### src/rtl/clock_core_multi.sv
// rtl/clock_core_multi.sv - time-of-day counter with multiple alarms and a ring/snooze/dismiss controller
//
// Ports:
//   clk_50Mhz   system clock
//   rst_n       synchronous reset, active-high (legacy name)
//   stop        level, freezes time increment (prescaler keeps running)
//   set_time    pulse, load hou_in/min_in/sec_in when all fields are in range
//   alarm_wr    pulse, write hour/minute/enable of slot alarm_idx
//   snooze      pulse, defer a ringing alarm by SNOOZE_MIN minutes
//   dismiss     pulse, silence a ringing or snoozed alarm
//   hou/min/sec current time
//   tick_1hz    one-cycle pulse per time increment
//   ring        alarm sounding; ring_idx is the slot that caused it
//   alarm_en    per-slot enable bits
//   set_err     one-cycle pulse on a rejected set_time or alarm_wr
module clock_core_multi #(
   parameter int CLK_FREQ   = 50000000,
   parameter int NUM_ALARMS = 4,
   parameter int RING_SECS  = 30,
   parameter int SNOOZE_MIN = 5,
   parameter int AW         = (NUM_ALARMS > 1) ? $clog2(NUM_ALARMS) : 1
) (
   input  logic                  clk_50Mhz,
   input  logic                  rst_n,
   input  logic                  stop,
   input  logic                  set_time,
   input  logic [5:0]            hou_in,
   input  logic [5:0]            min_in,
   input  logic [5:0]            sec_in,
   input  logic                  alarm_wr,
   input  logic [AW-1:0]         alarm_idx,
   input  logic [5:0]            alarm_hou,
   input  logic [5:0]            alarm_min,
   input  logic                  alarm_en_in,
   input  logic                  snooze,
   input  logic                  dismiss,
   output logic [5:0]            hou,
   output logic [5:0]            min,
   output logic [5:0]            sec,
   output logic                  tick_1hz,
   output logic                  ring,
   output logic [AW-1:0]         ring_idx,
   output logic [NUM_ALARMS-1:0] alarm_en,
   output logic                  set_err
);

   localparam int PW = (CLK_FREQ > 1) ? $clog2(CLK_FREQ) : 1;

   typedef enum logic [1:0] {IDLE, RINGING, SNOOZED} state_t;

   state_t        state, state_nx;
   logic [PW-1:0] psc;
   logic          base_tick, set_ok, wr_ok;
   logic          upd;          // time was incremented or loaded on the previous edge
   logic          at_top;       // freshly updated time sits on hh:mm:00
   logic [5:0]    al_hou [NUM_ALARMS];
   logic [5:0]    al_min [NUM_ALARMS];
   logic          hit;
   logic [AW-1:0] hit_idx, ring_idx_nx;
   logic [7:0]    ring_cnt, ring_cnt_nx;
   logic [5:0]    tgt_hou, tgt_min, tgt_hou_nx, tgt_min_nx;
   logic [6:0]    min_sum;
   logic [5:0]    snz_hou, snz_min;

   assign base_tick = (psc == PW'(CLK_FREQ - 1));
   assign set_ok    = set_time && (hou_in <= 6'd23) && (min_in <= 6'd59) && (sec_in <= 6'd59);
   assign wr_ok     = alarm_wr && (int'(alarm_idx) < NUM_ALARMS) &&
                      (alarm_hou <= 6'd23) && (alarm_min <= 6'd59);
   assign at_top    = upd && (sec == 6'd0);

   // Time, prescaler and alarm slot storage
   always_ff @(posedge clk_50Mhz) begin
      if (rst_n) begin
         psc      <= '0;
         hou      <= '0;
         min      <= '0;
         sec      <= '0;
         tick_1hz <= 1'b0;
         upd      <= 1'b0;
         set_err  <= 1'b0;
         alarm_en <= '0;
         for (int i = 0; i < NUM_ALARMS; i++) begin
            al_hou[i] <= '0;
            al_min[i] <= '0;
         end
      end else begin
         tick_1hz <= 1'b0;
         upd      <= 1'b0;
         set_err  <= (set_time && !set_ok) || (alarm_wr && !wr_ok);
         if (set_ok) begin
            // a load overrides a coincident base tick and restarts the second
            hou <= hou_in;
            min <= min_in;
            sec <= sec_in;
            psc <= '0;
            upd <= 1'b1;
         end else begin
            psc <= base_tick ? '0 : psc + 1'b1;
            if (base_tick && !stop) begin
               tick_1hz <= 1'b1;
               upd      <= 1'b1;
               if (sec == 6'd59) begin
                  sec <= 6'd0;
                  if (min == 6'd59) begin
                     min <= 6'd0;
                     hou <= (hou == 6'd23) ? 6'd0 : hou + 6'd1;
                  end else begin
                     min <= min + 6'd1;
                  end
               end else begin
                  sec <= sec + 6'd1;
               end
            end
         end
         if (wr_ok) begin
            al_hou[alarm_idx]   <= alarm_hou;
            al_min[alarm_idx]   <= alarm_min;
            alarm_en[alarm_idx] <= alarm_en_in;
         end
      end
   end

   // Lowest enabled slot matching the current hh:mm wins
   always_comb begin
      hit     = 1'b0;
      hit_idx = '0;
      for (int i = NUM_ALARMS - 1; i >= 0; i--) begin
         if (alarm_en[i] && (al_hou[i] == hou) && (al_min[i] == min)) begin
            hit     = 1'b1;
            hit_idx = AW'(i);
         end
      end
   end

   // Snooze target, wrapping minutes at 60 and hours at 24
   assign min_sum = {1'b0, min} + 7'(SNOOZE_MIN);
   always_comb begin
      snz_min = min_sum[5:0];
      snz_hou = hou;
      if (min_sum >= 7'd60) begin
         snz_min = 6'(min_sum - 7'd60);
         snz_hou = (hou == 6'd23) ? 6'd0 : hou + 6'd1;
      end
   end

   always_comb begin
      state_nx    = state;
      ring_idx_nx = ring_idx;
      ring_cnt_nx = ring_cnt;
      tgt_hou_nx  = tgt_hou;
      tgt_min_nx  = tgt_min;
      case (state)
         IDLE: begin
            if (at_top && hit) begin
               state_nx    = RINGING;
               ring_idx_nx = hit_idx;
               ring_cnt_nx = 8'd0;
            end
         end
         RINGING: begin
            if (dismiss) begin
               state_nx = IDLE;
            end else if (snooze) begin
               state_nx   = SNOOZED;
               tgt_hou_nx = snz_hou;
               tgt_min_nx = snz_min;
            end else if (base_tick) begin
               // ring timeout counts real seconds even while time is stopped
               if (ring_cnt == 8'(RING_SECS - 1)) begin
                  state_nx = IDLE;
               end else begin
                  ring_cnt_nx = ring_cnt + 8'd1;
               end
            end
         end
         SNOOZED: begin
            if (dismiss) begin
               state_nx = IDLE;
            end else if (at_top && (hou == tgt_hou) && (min == tgt_min)) begin
               state_nx    = RINGING;
               ring_cnt_nx = 8'd0;
            end
         end
         default: state_nx = IDLE;
      endcase
   end

   always_ff @(posedge clk_50Mhz) begin
      if (rst_n) begin
         state    <= IDLE;
         ring     <= 1'b0;
         ring_idx <= '0;
         ring_cnt <= '0;
         tgt_hou  <= '0;
         tgt_min  <= '0;
      end else begin
         state    <= state_nx;
         ring     <= (state_nx == RINGING);
         ring_idx <= ring_idx_nx;
         ring_cnt <= ring_cnt_nx;
         tgt_hou  <= tgt_hou_nx;
         tgt_min  <= tgt_min_nx;
      end
   end

endmodule

### config.mk
export PLATFORM = sky130hd
export DESIGN_NAME = clock_core_multi
export DESIGN_NICKNAME = d
export VERILOG_FILES = /design/src/rtl/clock_core_multi.sv
export SDC_FILE = /design/constraint.sdc
export NUM_CORES = 1
export LEC_CHECK = 0
export CORE_ASPECT_RATIO = 0.9
export CORE_MARGIN = 4
export CORE_UTILIZATION = 50
export DETAILED_ROUTE_END_ITERATION = 10
export PLACE_DENSITY = 0.81
export SLEW_MARGIN = 30
export SYNTH_ARGS = -nofsm -noshare
export SYNTH_HDL_FRONTEND = slang
export SYNTH_SLANG_ARGS = --single-unit
### constraint.sdc
create_clock -name clk_50Mhz -period 4.3 [get_ports clk_50Mhz]
set_input_delay 1.075 -clock clk_50Mhz [delete_from_list [all_inputs] [get_ports clk_50Mhz]]
set_output_delay 1.075 -clock clk_50Mhz [all_outputs]
set_load 0.01 [all_outputs]
-- Word-level counts from Yosys, hierarchy flattened
Memory sizes are Yosys's and may differ from the RTL's.
Cells that the tools add are included.
- register bits after elaboration: 76
- bits in latches: 0
- bits in writable memories: 48
- memory bits (read-only): 0
- bits of input ports: 40
- output and inout port bits: 27
- logic and storage cells: 151
- memories: 2
- memories (memory ; depth ; width ; rd ports ; clocked after memory_dff ; write ports ; RTL line ; RTL):
    al_hou ; 4 ; 6 ; 4 ; 0 ; 4 ; 56 ; logic [5:0] al_hou [NUM_ALARMS];
    al_min ; 4 ; 6 ; 4 ; 0 ; 4 ; 57 ; logic [5:0] al_min [NUM_ALARMS];
- add/subtract/negate cells: 7
- $mul: 0
- divide/modulo/power cells: 0
- order comparisons: 8
- eq/ne operators: 25
- shifts and indexed selects: 0
- multiplexer cells: 54
- bitwise operators: 1
- reductions and logical operators: 40
- operators by type and width (operator ; count):
    $mux 6 ; 16
    $eq 6x6->1 ; 10
    $mux 8 ; 7
    $add 26x1->26 const B ; 1
    $eq 26x26->1 const B ; 1
    $mux 2 ; 13
    $pmux 8 s3 ; 1
    $logic_and 1x1->1 ; 21
    $add 6x1->6 const B ; 3
    $le 6x6->1 const B ; 3
    $mux 1 ; 14
    $ne 2x2->1 const B ; 7
    $eq 6x6->1 const B ; 2
    $le 6x5->1 const B ; 2
    $reduce_or 6->1 ; 2
    $add 8x1->8 const B ; 1
    $eq 8x5->1 const B ; 1
    $reduce_and 8->1 ; 1
    $add 6x3->7 const B ; 1
    $ge 7x6->1 const B ; 1
    $eq 6x5->1 const B ; 1
    $logic_not 6->1 ; 1
    $pmux 2 s3 ; 1
    $reduce_and 3->1 ; 2
    16 further kinds ; 22

-- Logic depth before layout (Yosys ltp)
- depth after elaboration: 11
- gate-level depth with buffers: 8
- depth with buffers taken out: 8

-- Least setup slack after synthesis
Ideal clock, no wire load.
- kind: input-to-reg
- from: input min_in[5]
- to: register psc[17]
- library setup time: 0.128 ns
- arrival: 2.441 ns
- data required time: 4.172 ns
- setup slack: 1.731 ns
- stages: 7
- path buffers: 2
- cell sequence: nand4_1 > nand4b_1 > a41oi_1 > or3_1 > clkbuf_1 > clkbuf_1 > nor2_1
- longest elaborated chain between the ends: 4
- RTL lines (what ; RTL line ; RTL):
    from (decl) ; 28 ; input logic [5:0] min_in,
    $le 6x6->1 ; 66 ; assign set_ok = set_time && (hou_in <= 6'd23) && (min_in <= 6'd59) && (sec_in <= 6'd59);
    $logic_and 1x1->1 (2 in a row) ; 66 ;
    $reduce_or 3->1 (no line) ; - ;
    to (signal assigned) ; 98 ; psc <= base_tick ? '0 : psc + 1'b1;
    to (decl) ; 52 ; logic [PW-1:0] psc;
Every way passes these cells.
A chain may end at the register's enable or synchronous reset.

-- Worst setup path after layout
- from: input set_time
- to: register psc[19]
- longest elaborated chain between the ends: 4
- RTL lines (what ; RTL line ; RTL):
    from (decl) ; 26 ; input logic set_time,
    $logic_and 1x1->1 (3 in a row) ; 66 ;
    $reduce_or 3->1 (no line) ; - ;
Every way passes these cells.

==> results.json <==
{
  "status": "complete, no violations",
  "ant_nets": 0,
  "wl_per_cell_um": 18.2,
  "cap_violations": 0,
  "grt_pass1_wl_um": 27300,
  "period_needed_ps": 3180,
  "ys_warn_count": 0,
  "synth.distinct_cells": 65,
  "htree_levels": 4,
  "rsz0062_at_grt": "no",
  "cts_max_path_buffers": 2,
  "nets": 794,
  "setup_viol": 0,
  "drcViolationCount": 0,
  "dr_wl_met3_um": 1320,
  "top_layer": "met4",
  "powerDensity_mw_per_mm2": 401,
  "gp_congestion": 0.875,
  "synth_area_leaders": "dfxtp_1 (23%), edfxtp_1 (22%), xnor2_1 (10%)",
  "fmax_mhz": 314,
  "antenna_found_initial": 0,
  "worstPathCellList": "clkdlybuf4s50_1 > nand4b_1 > a41oi_1 > or3_1 > nor2_1",
  "grt_pass1_vias": 5628,
  "wirelength_met1_um": 6670,
  "yosysMostFrequentCell": "nor2_1",
  "critPathMaxFanout": 25,
  "dr_total_vias": 5490,
  "cts_tree": "done",
  "hold_buffers": 0,
  "drt_iter0_markers": 470,
  "hold_viol": 0,
  "synthTopCellsByCount": "nor2_1 (114), dfxtp_1 (76), xnor2_1 (74)",
  "port_buffers": 66,
  "fillers": 1006,
  "async_flop_share_pct": 0,
  "syn_area_mm2": 0.00648,
  "fp.coreArea_mm2": 0.0127,
  "grt-ovfl-total": 0,
  "syn_area_per_cell_um2": 9.43,
  "initial_utilization_pct": 51.1,
  "synth_edf_count": 48,
  "die_h_um": 116,
  "whs_ps": 468,
  "drt_pass1_iterations": 7,
  "drive_above_1_share_pct": 6.46,
  "die_w_um": 128,
  "ys_seq_elements": 124,
  "diodes": 0,
  "cp_slowest_cell": "or3_1",
  "viasPerCell": 5.95,
  "met2_wirelength_um": 8460,
  "hold_path.class": "reg -> reg",
  "finalSetupTns_ps": 0,
  "slew_headroom_pct": 39.7,
  "synth_top_cell_area_share_pct": 23.5,
  "required_ps": 4550,
  "clock-sinks": 124,
  "power_mw": 3.14,
  "worst-path-buf-inv": 1,
  "ys_seq_area_share_pct": 45.7,
  "netlist_instances": 687,
  "finalCritPeriodShare_pct": 74.1,
  "grt_max_degree": 31,
  "io_pins": 67,
  "cp_slowest_stage_delay_ps": 770,
  "rows": 39,
  "totalWireLength_um": 16800,
  "setup.worst_path.class": "in -> reg",
  "synth_top_area_cell": "dfxtp_1",
  "drv_slew": 0,
  "arrival_ps": 3440,
  "cts_resized": 0,
  "numCtsBuffers": 17,
  "cts_root_buffer": "clkbuf_16",
  "die-area_mm2": 0.0148,
  "critPathTopFamily": "simple AND/OR/NAND/NOR gates",
  "insertion_delay_ps": 410,
  "p_leak_nw": 2.65,
  "syn2layout_area_growth_pct": 20.8,
  "track_usage_pct": 23.4,
  "cts_setup_buffers": 0,
  "fin_skew_ps": 11.7,
  "seqCellArea_mm2": 0.00296,
  "worst_pin_slew_ps": 896,
  "cp-start-kind": "primary input",
  "ir_drop_mv": 0.325,
  "post-dp-hpwl_um": 11300,
  "ys.flop_type": "dfxtp_1",
  "clk_pin_slew_worst_paths_ps": 60,
  "multi_input_area_mm2": 0.00323,
  "endpoint_kind": "flip-flop"
}
through the flow:
step	setup WS, ps	utilization [%]	std cells	area [um^2]
final	1120	61.7	922	7830
after global routing	989	61.7	922	7830
after CTS	1180	61.7	922	7820
after detailed placement	780	56.5	890	7170
after global placement	1020	56.5	890	7170
after floorplan	1730	-	690	6490
flip-flops by register name, indices dropped and copies added (netlist names), 2 cells and up:
register  flops
tgt_min       6
psc          26
al_min       24
al_hou       24
alarm_en      4
sec           6
hou           6
ring_idx      2
tgt_hou       6
state         2
ring_cnt      8
min           6
routing by layer:
metal | global-route usage, % | vias to the layer above
met5 | 0 | -
met4 | 9.83 | 0
met3 | 6.41 | 41
met2 | 40.5 | 248
met1 | 27.5 | 2643
li1 | - | 2558
report_power, final:
| group | switching (mW) | internal [mW] |
|---|---|---|
| clock network | 0.541 | 1.03 |
| logic | 0.129 | 0.126 |
| registers | 0.0517 | 1.27 |
| total | 0.722 | 2.42 |
cell families (layout without fill, tap and decap cells):
kind of cell / count (synthesis) / count (layout) / synth area share [%]
other cells: 1 / 4 / 0.0579
simple gates: 298 / 298 / 23.2
fa+ha+maj: 9 / 9 / 1.74
buf+inv: 57 / 125 / 4.73
mux: 10 / 10 / 1.54
flops: 124 / 124 / 45.7
compound gates: 93 / 93 / 10.1
xor+xnor: 95 / 95 / 12.8
layout make-up:
class / count / share of cell area (%)
clock buffer: 17 / 5.43
clock inverter: 15 / 2.84
inverter: 21 / 1.01
multi-input combinational: 509 / 41.3
sequential: 124 / 37.8
tap: 164 / 2.62
timing repair buffer: 72 / 8.95
cells in the final DEF (no fill, tap or decap), types with 6 or more instances in the layout:
cell,n
a211oi_1,14
a21oi_1,17
a311oi_1,12
a31oi_1,9
and3_1,9
buf_4,6
clkbuf_16,17
clkdlybuf4s50_1,65
dfxtp_1,76
edfxtp_1,48
ha_1,9
inv_1,21
mux2i_1,10
nand2_1,49
nand2b_1,7
nand3_1,29
nand3b_1,6
nand4_1,22
nor2_1,114
nor2b_1,6
nor3_1,12
nor4_1,9
o21ai_0,9
xnor2_1,74
xor2_1,21
worst reg2reg max path, cell delays in order, from the launching register on:
cell and delay, ps:
dfxtp_1 310, buf_4 270, ha_1 430, xnor2_1 220
ha_1 310, a221oi_2 510, nor2_1 280, a2111o_1 470
nand3_1 70
path summary, 6_finish.rpt:
check / start / slack, ps / cells past startpoint / end
max: set_time / 1120 / 5 / psc[19]
min: ring_idx[1] / 470 / 2 / ring_idx[1]
max reg2reg: min[0] / 1360 / 8 / tgt_min[4]
min reg2reg: ring_idx[1] / 470 / 2 / ring_idx[1]
Note: power is estimated with default switching activity, not from simulation.
